## src/rtl/pp_accum.sv

```systemverilog
// Partial-product accumulator: sums signed partial products into products, and
// products into dot-product results. Each result goes out through a one-entry
// valid/ready register, and the block stalls upstream while that register is full.
//
// state    | meaning
// ---------+-----------------------------------------------------------------
// ST_ACC   | accepting partial products and product-end pulses (in_rdy=1)
// ST_STALL | completed vector held, waiting for the result register to drain
module pp_accum #(
    parameter int ACC_W = 24,
    parameter int CNT_W = 8
) (
    input  logic             clk,
    input  logic             rst,
    input  logic [CNT_W-1:0] vec_len,
    input  logic             pp_vld,
    input  logic [15:0]      pp_data,
    input  logic             prod_done,
    output logic             in_rdy,
    output logic             res_vld,
    output logic [ACC_W-1:0] res_data,
    output logic             res_ovf,
    input  logic             res_rdy,
    output logic [CNT_W-1:0] prod_cnt
);

    typedef enum logic {ST_ACC, ST_STALL} state_t;

    state_t             state_q, state_d;
    logic [ACC_W-1:0]   acc_q, acc_d;
    logic [CNT_W-1:0]   cnt_q, cnt_d;
    logic [CNT_W-1:0]   len_q, len_d;
    logic               ovf_q, ovf_d;
    logic               started_q, started_d;
    logic [ACC_W-1:0]   res_data_q, res_data_d;
    logic               res_ovf_q, res_ovf_d;
    logic               res_vld_q, res_vld_d;

    logic [ACC_W-1:0]   pp_ext;
    logic [ACC_W-1:0]   sum;
    logic               add_ovf;
    logic [CNT_W-1:0]   len_in;
    logic [CNT_W-1:0]   len_cur;
    logic               last;
    logic               res_free;

    always_comb begin
        pp_ext   = ACC_W'(signed'(pp_data));
        sum      = pp_vld ? acc_q + pp_ext : acc_q;
        add_ovf  = pp_vld && (acc_q[ACC_W-1] == pp_ext[ACC_W-1])
                          && (sum[ACC_W-1] != acc_q[ACC_W-1]);
        len_in   = (vec_len == '0) ? CNT_W'(1) : vec_len;
        // The first event of a vector uses the live vec_len; later ones the latched copy.
        len_cur  = started_q ? len_q : len_in;
        last     = prod_done && (({1'b0, cnt_q} + (CNT_W+1)'(1)) == {1'b0, len_cur});
        res_free = !res_vld_q || res_rdy;
    end

    always_comb begin
        state_d    = state_q;
        acc_d      = acc_q;
        cnt_d      = cnt_q;
        len_d      = len_q;
        ovf_d      = ovf_q;
        started_d  = started_q;
        res_data_d = res_data_q;
        res_ovf_d  = res_ovf_q;
        res_vld_d  = res_vld_q;

        if (res_vld_q && res_rdy) begin
            res_vld_d = 1'b0;
        end

        case (state_q)
            ST_ACC: begin
                if (pp_vld || prod_done) begin
                    started_d = 1'b1;
                    if (!started_q) begin
                        len_d = len_in;
                    end
                    acc_d = sum;
                    ovf_d = ovf_q | add_ovf;
                    if (prod_done) begin
                        cnt_d = cnt_q + CNT_W'(1);
                    end
                    if (last) begin
                        if (res_free) begin
                            res_data_d = sum;
                            res_ovf_d  = ovf_q | add_ovf;
                            res_vld_d  = 1'b1;
                            acc_d      = '0;
                            cnt_d      = '0;
                            ovf_d      = 1'b0;
                            started_d  = 1'b0;
                        end else begin
                            state_d = ST_STALL;
                        end
                    end
                end
            end
            ST_STALL: begin
                if (res_rdy) begin
                    res_data_d = acc_q;
                    res_ovf_d  = ovf_q;
                    res_vld_d  = 1'b1;
                    acc_d      = '0;
                    cnt_d      = '0;
                    ovf_d      = 1'b0;
                    started_d  = 1'b0;
                    state_d    = ST_ACC;
                end
            end
            default: state_d = ST_ACC;
        endcase
    end

    always_ff @(posedge clk or posedge rst) begin
        if (rst) begin
            state_q    <= ST_ACC;
            acc_q      <= '0;
            cnt_q      <= '0;
            len_q      <= '0;
            ovf_q      <= 1'b0;
            started_q  <= 1'b0;
            res_data_q <= '0;
            res_ovf_q  <= 1'b0;
            res_vld_q  <= 1'b0;
        end else begin
            state_q    <= state_d;
            acc_q      <= acc_d;
            cnt_q      <= cnt_d;
            len_q      <= len_d;
            ovf_q      <= ovf_d;
            started_q  <= started_d;
            res_data_q <= res_data_d;
            res_ovf_q  <= res_ovf_d;
            res_vld_q  <= res_vld_d;
        end
    end

    assign in_rdy   = (state_q == ST_ACC);
    assign res_vld  = res_vld_q;
    assign res_data = res_data_q;
    assign res_ovf  = res_ovf_q;
    assign prod_cnt = cnt_q;

endmodule

```

## config.mk

```make
export PLATFORM = sky130hd
export DESIGN_NAME = pp_accum
export DESIGN_NICKNAME = d
export VERILOG_FILES = /design/src/rtl/pp_accum.sv
export SDC_FILE = /design/constraint.sdc
export NUM_CORES = 1
export LEC_CHECK = 0
export CAP_MARGIN = 20
export CORE_MARGIN = 2
export CORE_UTILIZATION = 60
export CTS_CLUSTER_DIAMETER = 50
export CTS_CLUSTER_SIZE = 14
export DETAILED_ROUTE_END_ITERATION = 10
export HOLD_SLACK_MARGIN = 0.1
export PLACE_DENSITY_LB_ADDON = 0.25
export SYNTH_ARGS = -nofsm -noshare
export SYNTH_HDL_FRONTEND = slang
export SYNTH_SLANG_ARGS = --single-unit
```

## constraint.sdc

```tcl
create_clock -name clk -period 8.35 [get_ports clk]
set_clock_uncertainty 0.1 [all_clocks]
set_input_delay 1.67 -clock clk [delete_from_list [all_inputs] [get_ports clk]]
set_output_delay 1.67 -clock clk [all_outputs]
set_load 0.03 [all_outputs]
```

### After elaboration in Yosys (flattened, before gate mapping)

Cells that the tools add are included.

* add/subtract/negate cells: 3
* reductions and logical operators: 11
* bitwise gates (word level): 2
* equality and inequality tests: 7
* mux-type cells: 43

Operators with widths (count)
* $mux 24: 9
* $pmux 24 s2: 2
* $mux 8: 7
* $add 24x24->24: 1
* $mux 1: 19
* $pmux 8 s2: 1
* $pmux 1 s2: 5
* $add 8x1->9 const B: 1
* $eq 9x8->1: 1
* $add 8x1->8 const B: 1
* $logic_not 8->1: 1
* $ne 2x1->1 const B: 3
* $logic_and 1x1->1: 4
* $reduce_and 2->1: 2
* $reduce_and 4->1: 1
* $logic_or 1x1->1: 2
* $ne 2x2->1 const B: 1
* $eq 1x1->1: 1
* $logic_not 1->1: 1
* $ne 1x1->1: 1
* $not 1->1: 1
* $or 1x1->1: 1

* register bits: 69
* word-level logic and storage cells: 75
* input port bits: 29

### Logic depth before layout (Yosys ltp)

* depth in word-level cells: 9
* mapped depth: 11
* gate-level depth less buffers: 10

### Worst setup path before layout

Ideal clock, no wire load.

* path type: input to register
* start: input port pp_data[0]
* end: register acc_q[22]
* arrival time: 3.922 ns
* stages on the path: 10
* setup slack: 4.201 ns
* data required time: 8.123 ns
* setup time: 0.127 ns
* cells stage by stage: ha_1 -> fa_1 -> a21o_1 -> a31o_2 -> a31oi_1 -> o31ai_1 -> a32o_1 -> o31ai_1 -> xor2_1 -> o21ai_0

* word-level cells in the longest chain between the ends: 6

RTL lines
* start, declared: line 17 `input logic [15:0] pp_data,`
* $add 24x24->24 (*): line 49 `sum = pp_vld ? acc_q + pp_ext : acc_q;`
* $mux 24 (*): line 49
* $mux 24: line 87 `if (res_free) begin`
* $mux 24 (*): line 86 `if (last) begin`
* $mux 24 (*): line 76 `if (pp_vld || prod_done) begin`
* $pmux 24 s2 (*): line 74 `case (state_q)`
* end signal, assigned: line 120 `acc_q <= '0;`
* end signal, assigned: line 130 `acc_q <= acc_d;`
* end, declared: line 30 `logic [ACC_W-1:0] acc_q, acc_d;`

Every way passes the cells marked *; elsewhere a longest branch is shown, timed or not. The select of a mux whose other input is x is not followed.
A chain may end at the register's enable or synchronous reset.

### Final worst setup path

* start: input port pp_data[15]
* end: register ovf_q

* word-level cells in the longest chain between the ends: 9
* elaborated cells between the ends (all ways): 11
* those cells by class: add/sub: 1; eq/ne: 2; mux: 5; bitwise: 1; reduce/logical: 2

RTL lines
* $add 24x24->24: line 49
* $mux 24: line 49
* $ne 1x1->1: line 51 `&& (sum[ACC_W-1] != acc_q[ACC_W-1]);`
* $logic_and 1x1->1 (*): line 51
* $or 1x1->1 (*): line 82 `ovf_d = ovf_q | add_ovf;`
* $mux 1: line 87
* $mux 1 (*): line 86
* $mux 1 (*): line 76
* $pmux 1 s2 (*): line 74
* end signal, assigned: line 133 `ovf_q <= ovf_d;`
* end, declared: line 33 `logic ovf_q, ovf_d;`

Marked as above.

==> out/qor.yml <==
cts-buffers-inserted: 9
timing.hold.ws_ns: 0.384
power_density_nw_per_um2: 394
syn_inst: 509
grt_max_degree: 70
grt_pass1_vias: 4041
die_width_um: 91.1
syn_nets: 563
clk_latency_ns: 0.36
max_cap_violations: 0
post_dp_cell_area_um2: 5230
cts_tree: "yes"
synthArstFlopShare: 1.00
hold_class: "flip-flop to flip-flop"
core.rowCount: 31
diodes: 0
crit_type: "input port to flip-flop"
min_period_ns: 4.63
maxSlewHeadroom: 0.390
synth-edff-count: 0
vias: 4109
ioPinCount: 64
fin_util: 0.749
holdBufCountCts: 0
slew_viol_final: 0
synth-main-ff-cell: "dfrtp_1"
hold_violations: 0
drtIter0Drc: 264
firstDrtPassIters: 5
cts-resized-gates: 0
leakagePower_nw: 2.45
cts_num_sinks: 69
antenna_left: 0
die-height_um: 91.1
die_area_um2: 8300
outcome: "complete, no violations"
vias_per_cell: 6.17
post-route-period-util: 0.554
drive_gt1_frac: 0.0741
fin_setup_tns_ns: 0
cts_max_path_buffers: 2
ys_seq_area_frac: 0.379
ys_seq_elements: 69
design.core.area_um2: 7290
grt_first_pass_wirelength_mm: 19.7
antenna_found_initial: 0
power_mw: 2.15
clk_pin_slew_ns: 0.09
port_buffers: 63
ys_warn_count: 0
post-cts-setup-buffer-count: 0
fin_nets: 616
nFillCells: 542
wl_mm: 11.7
cp-start-kind: "input port"
grt.overflow.total: 0
setup_viol_count_final: 0
drc: 0
grt_use_total: 0.297
worstSetupEndpointType: "flip-flop"
synth_area_um2: 4550
peakVddDrop_v: 0.000260
fmax_mhz: 216
start_util: 0.624
cts_root_buffer: "clkbuf_8"
crit_fanout: 14
cp.required_ns: 8.49
gp_congestion: 1.00
area_delta_synth_final_pct: 19.9
htree_levels: 3
max_slew.worst_pin.slew_ns: 0.915
fin_area_um2: 5460
synth_cell_types: 59
cp.arrival_ns: 4.77
avgSynthCellArea_um2: 8.94
dp_hpwl_mm: 8.08
routedWlPerCell_um: 17.6
rsz0062_at_grt: "false"
## worst max-delay path, cell delays in order
cell and delay (ns):
clkdlybuf4s50_1 0.84, ha_1 0.41, a21oi_1 0.25, nor2_1 0.07, o21a_1 0.17, or3_1 0.36, o21ai_1 0.30, nand2_1 0.20
and4_1 0.24, o31a_1 0.27
## sequential cells by signal (all words and copies together) (netlist names), 8 cells and up
name and count:
len_q 8, res_data 24, acc_q 24, prod_cnt 8
## layer usage
| layer | share of wire | wire length, µm | GRT usage |
|---|---|---|---|
| met5 | 0 | 0 | 0 |
| met2 | 0.47 | 5530 | 0.461 |
| met3 | 0.063 | 738 | 0.0664 |
| met1 | 0.45 | 5240 | 0.400 |
| met4 | 0.018 | 215 | 0.129 |
## synthesized netlist by cell type (all sizes together), types with 10 or more instances
cell     n  area (µm²)
a21oi   33         165
a22o    13         114
a31oi   15        93.8
buf     12        70.1
clkbuf  15        56.3
dfrtp   69        1730
ha      24         300
inv     14        52.6
mux2    10         113
mux2i   16         160
nand2   70         270
nand3   13        70.1
nor2    42         158
o21ai   27         139
o31ai   14         110
xnor2   19         166
xor2    13         114
## cell type report
class | instances | area, µm² | share of cell area
multi-input combinational | 399 | 2650 | 0.485
sequential | 69 | 1730 | 0.316
timing repair buffer | 69 | 676 | 0.124
clock buffer | 11 | 151 | 0.0277
tap | 99 | 124 | 0.0227
clock inverter | 5 | 82.6 | 0.0151
inverter | 14 | 52.6 | 0.00963
## cells in the final DEF, fill, tap and decap left out, types with 3 or more instances in the layout
| master | count |
|---|---|
| clkdlybuf4s50_1 | 63 |
| o21a_1 | 3 |
| o21bai_1 | 4 |
| o31ai_1 | 13 |
| mux2_2 | 10 |
| buf_4 | 6 |
| a21oi_1 | 33 |
| a22o_1 | 13 |
| nor2_1 | 42 |
| nand2b_1 | 4 |
| nand3_1 | 12 |
| mux2i_1 | 16 |
| xnor2_1 | 19 |
| dfrtp_1 | 69 |
| o31a_1 | 3 |
| nand4_1 | 9 |
| clkbuf_8 | 11 |
| a31oi_1 | 15 |
| nor3_1 | 6 |
| a21o_1 | 7 |
| o22ai_1 | 3 |
| nor2b_1 | 3 |
| xor2_1 | 13 |
| o21ai_0 | 24 |
| nor4_1 | 3 |
| and2_1 | 4 |
| and3_1 | 7 |
| inv_1 | 13 |
| and4_1 | 3 |
| a211oi_1 | 5 |
| ha_1 | 24 |
| nand2_1 | 69 |
## through the flow
step           setup slack [ns]  instances
4_1_cts                    3.76        666
6_report                   3.72        666
3_5_place_dp               3.43        650
2_1_floorplan              4.20        509
5_1_grt                    3.47        666
3_3_place_gp               3.51        650
## power breakdown
part           total (mW)  internal [mW]  switching [mW]
registers           0.623          0.486           0.136
logic                1.21          0.532           0.674
clock network       0.320          0.185           0.135
## logic make-up (layout without fill, tap and decap cells)
kind of cell / Yosys count / count (layout) / synth area share
adders and majority gates: 25 / 25 / 0.0704
and+or+nand+nor: 172 / 172 / 0.176
xor gates and xnor gates: 33 / 33 / 0.0665
DFF: 69 / 69 / 0.379
buffers and inverters: 41 / 99 / 0.0393
AOI/OAI and AO/OA: 143 / 143 / 0.209
muxes: 26 / 26 / 0.0599
## worst paths after layout
path / end / cells past startpoint / startpoint / slack (ns)
max in group asynchronous: res_data[15] / 3 / rst / 5.78
worst min register to register: res_data[7] / 2 / res_data[7] / 0.38
worst max register to register: acc_q[19] / 8 / started_q / 4.86
worst min-delay path: res_data[7] / 2 / res_data[7] / 0.38
min in group asynchronous: res_data[9] / 3 / rst / 1.79
worst max-delay path: ovf_q / 10 / pp_data[15] / 3.72
Power figures use the tool's default switching activity.
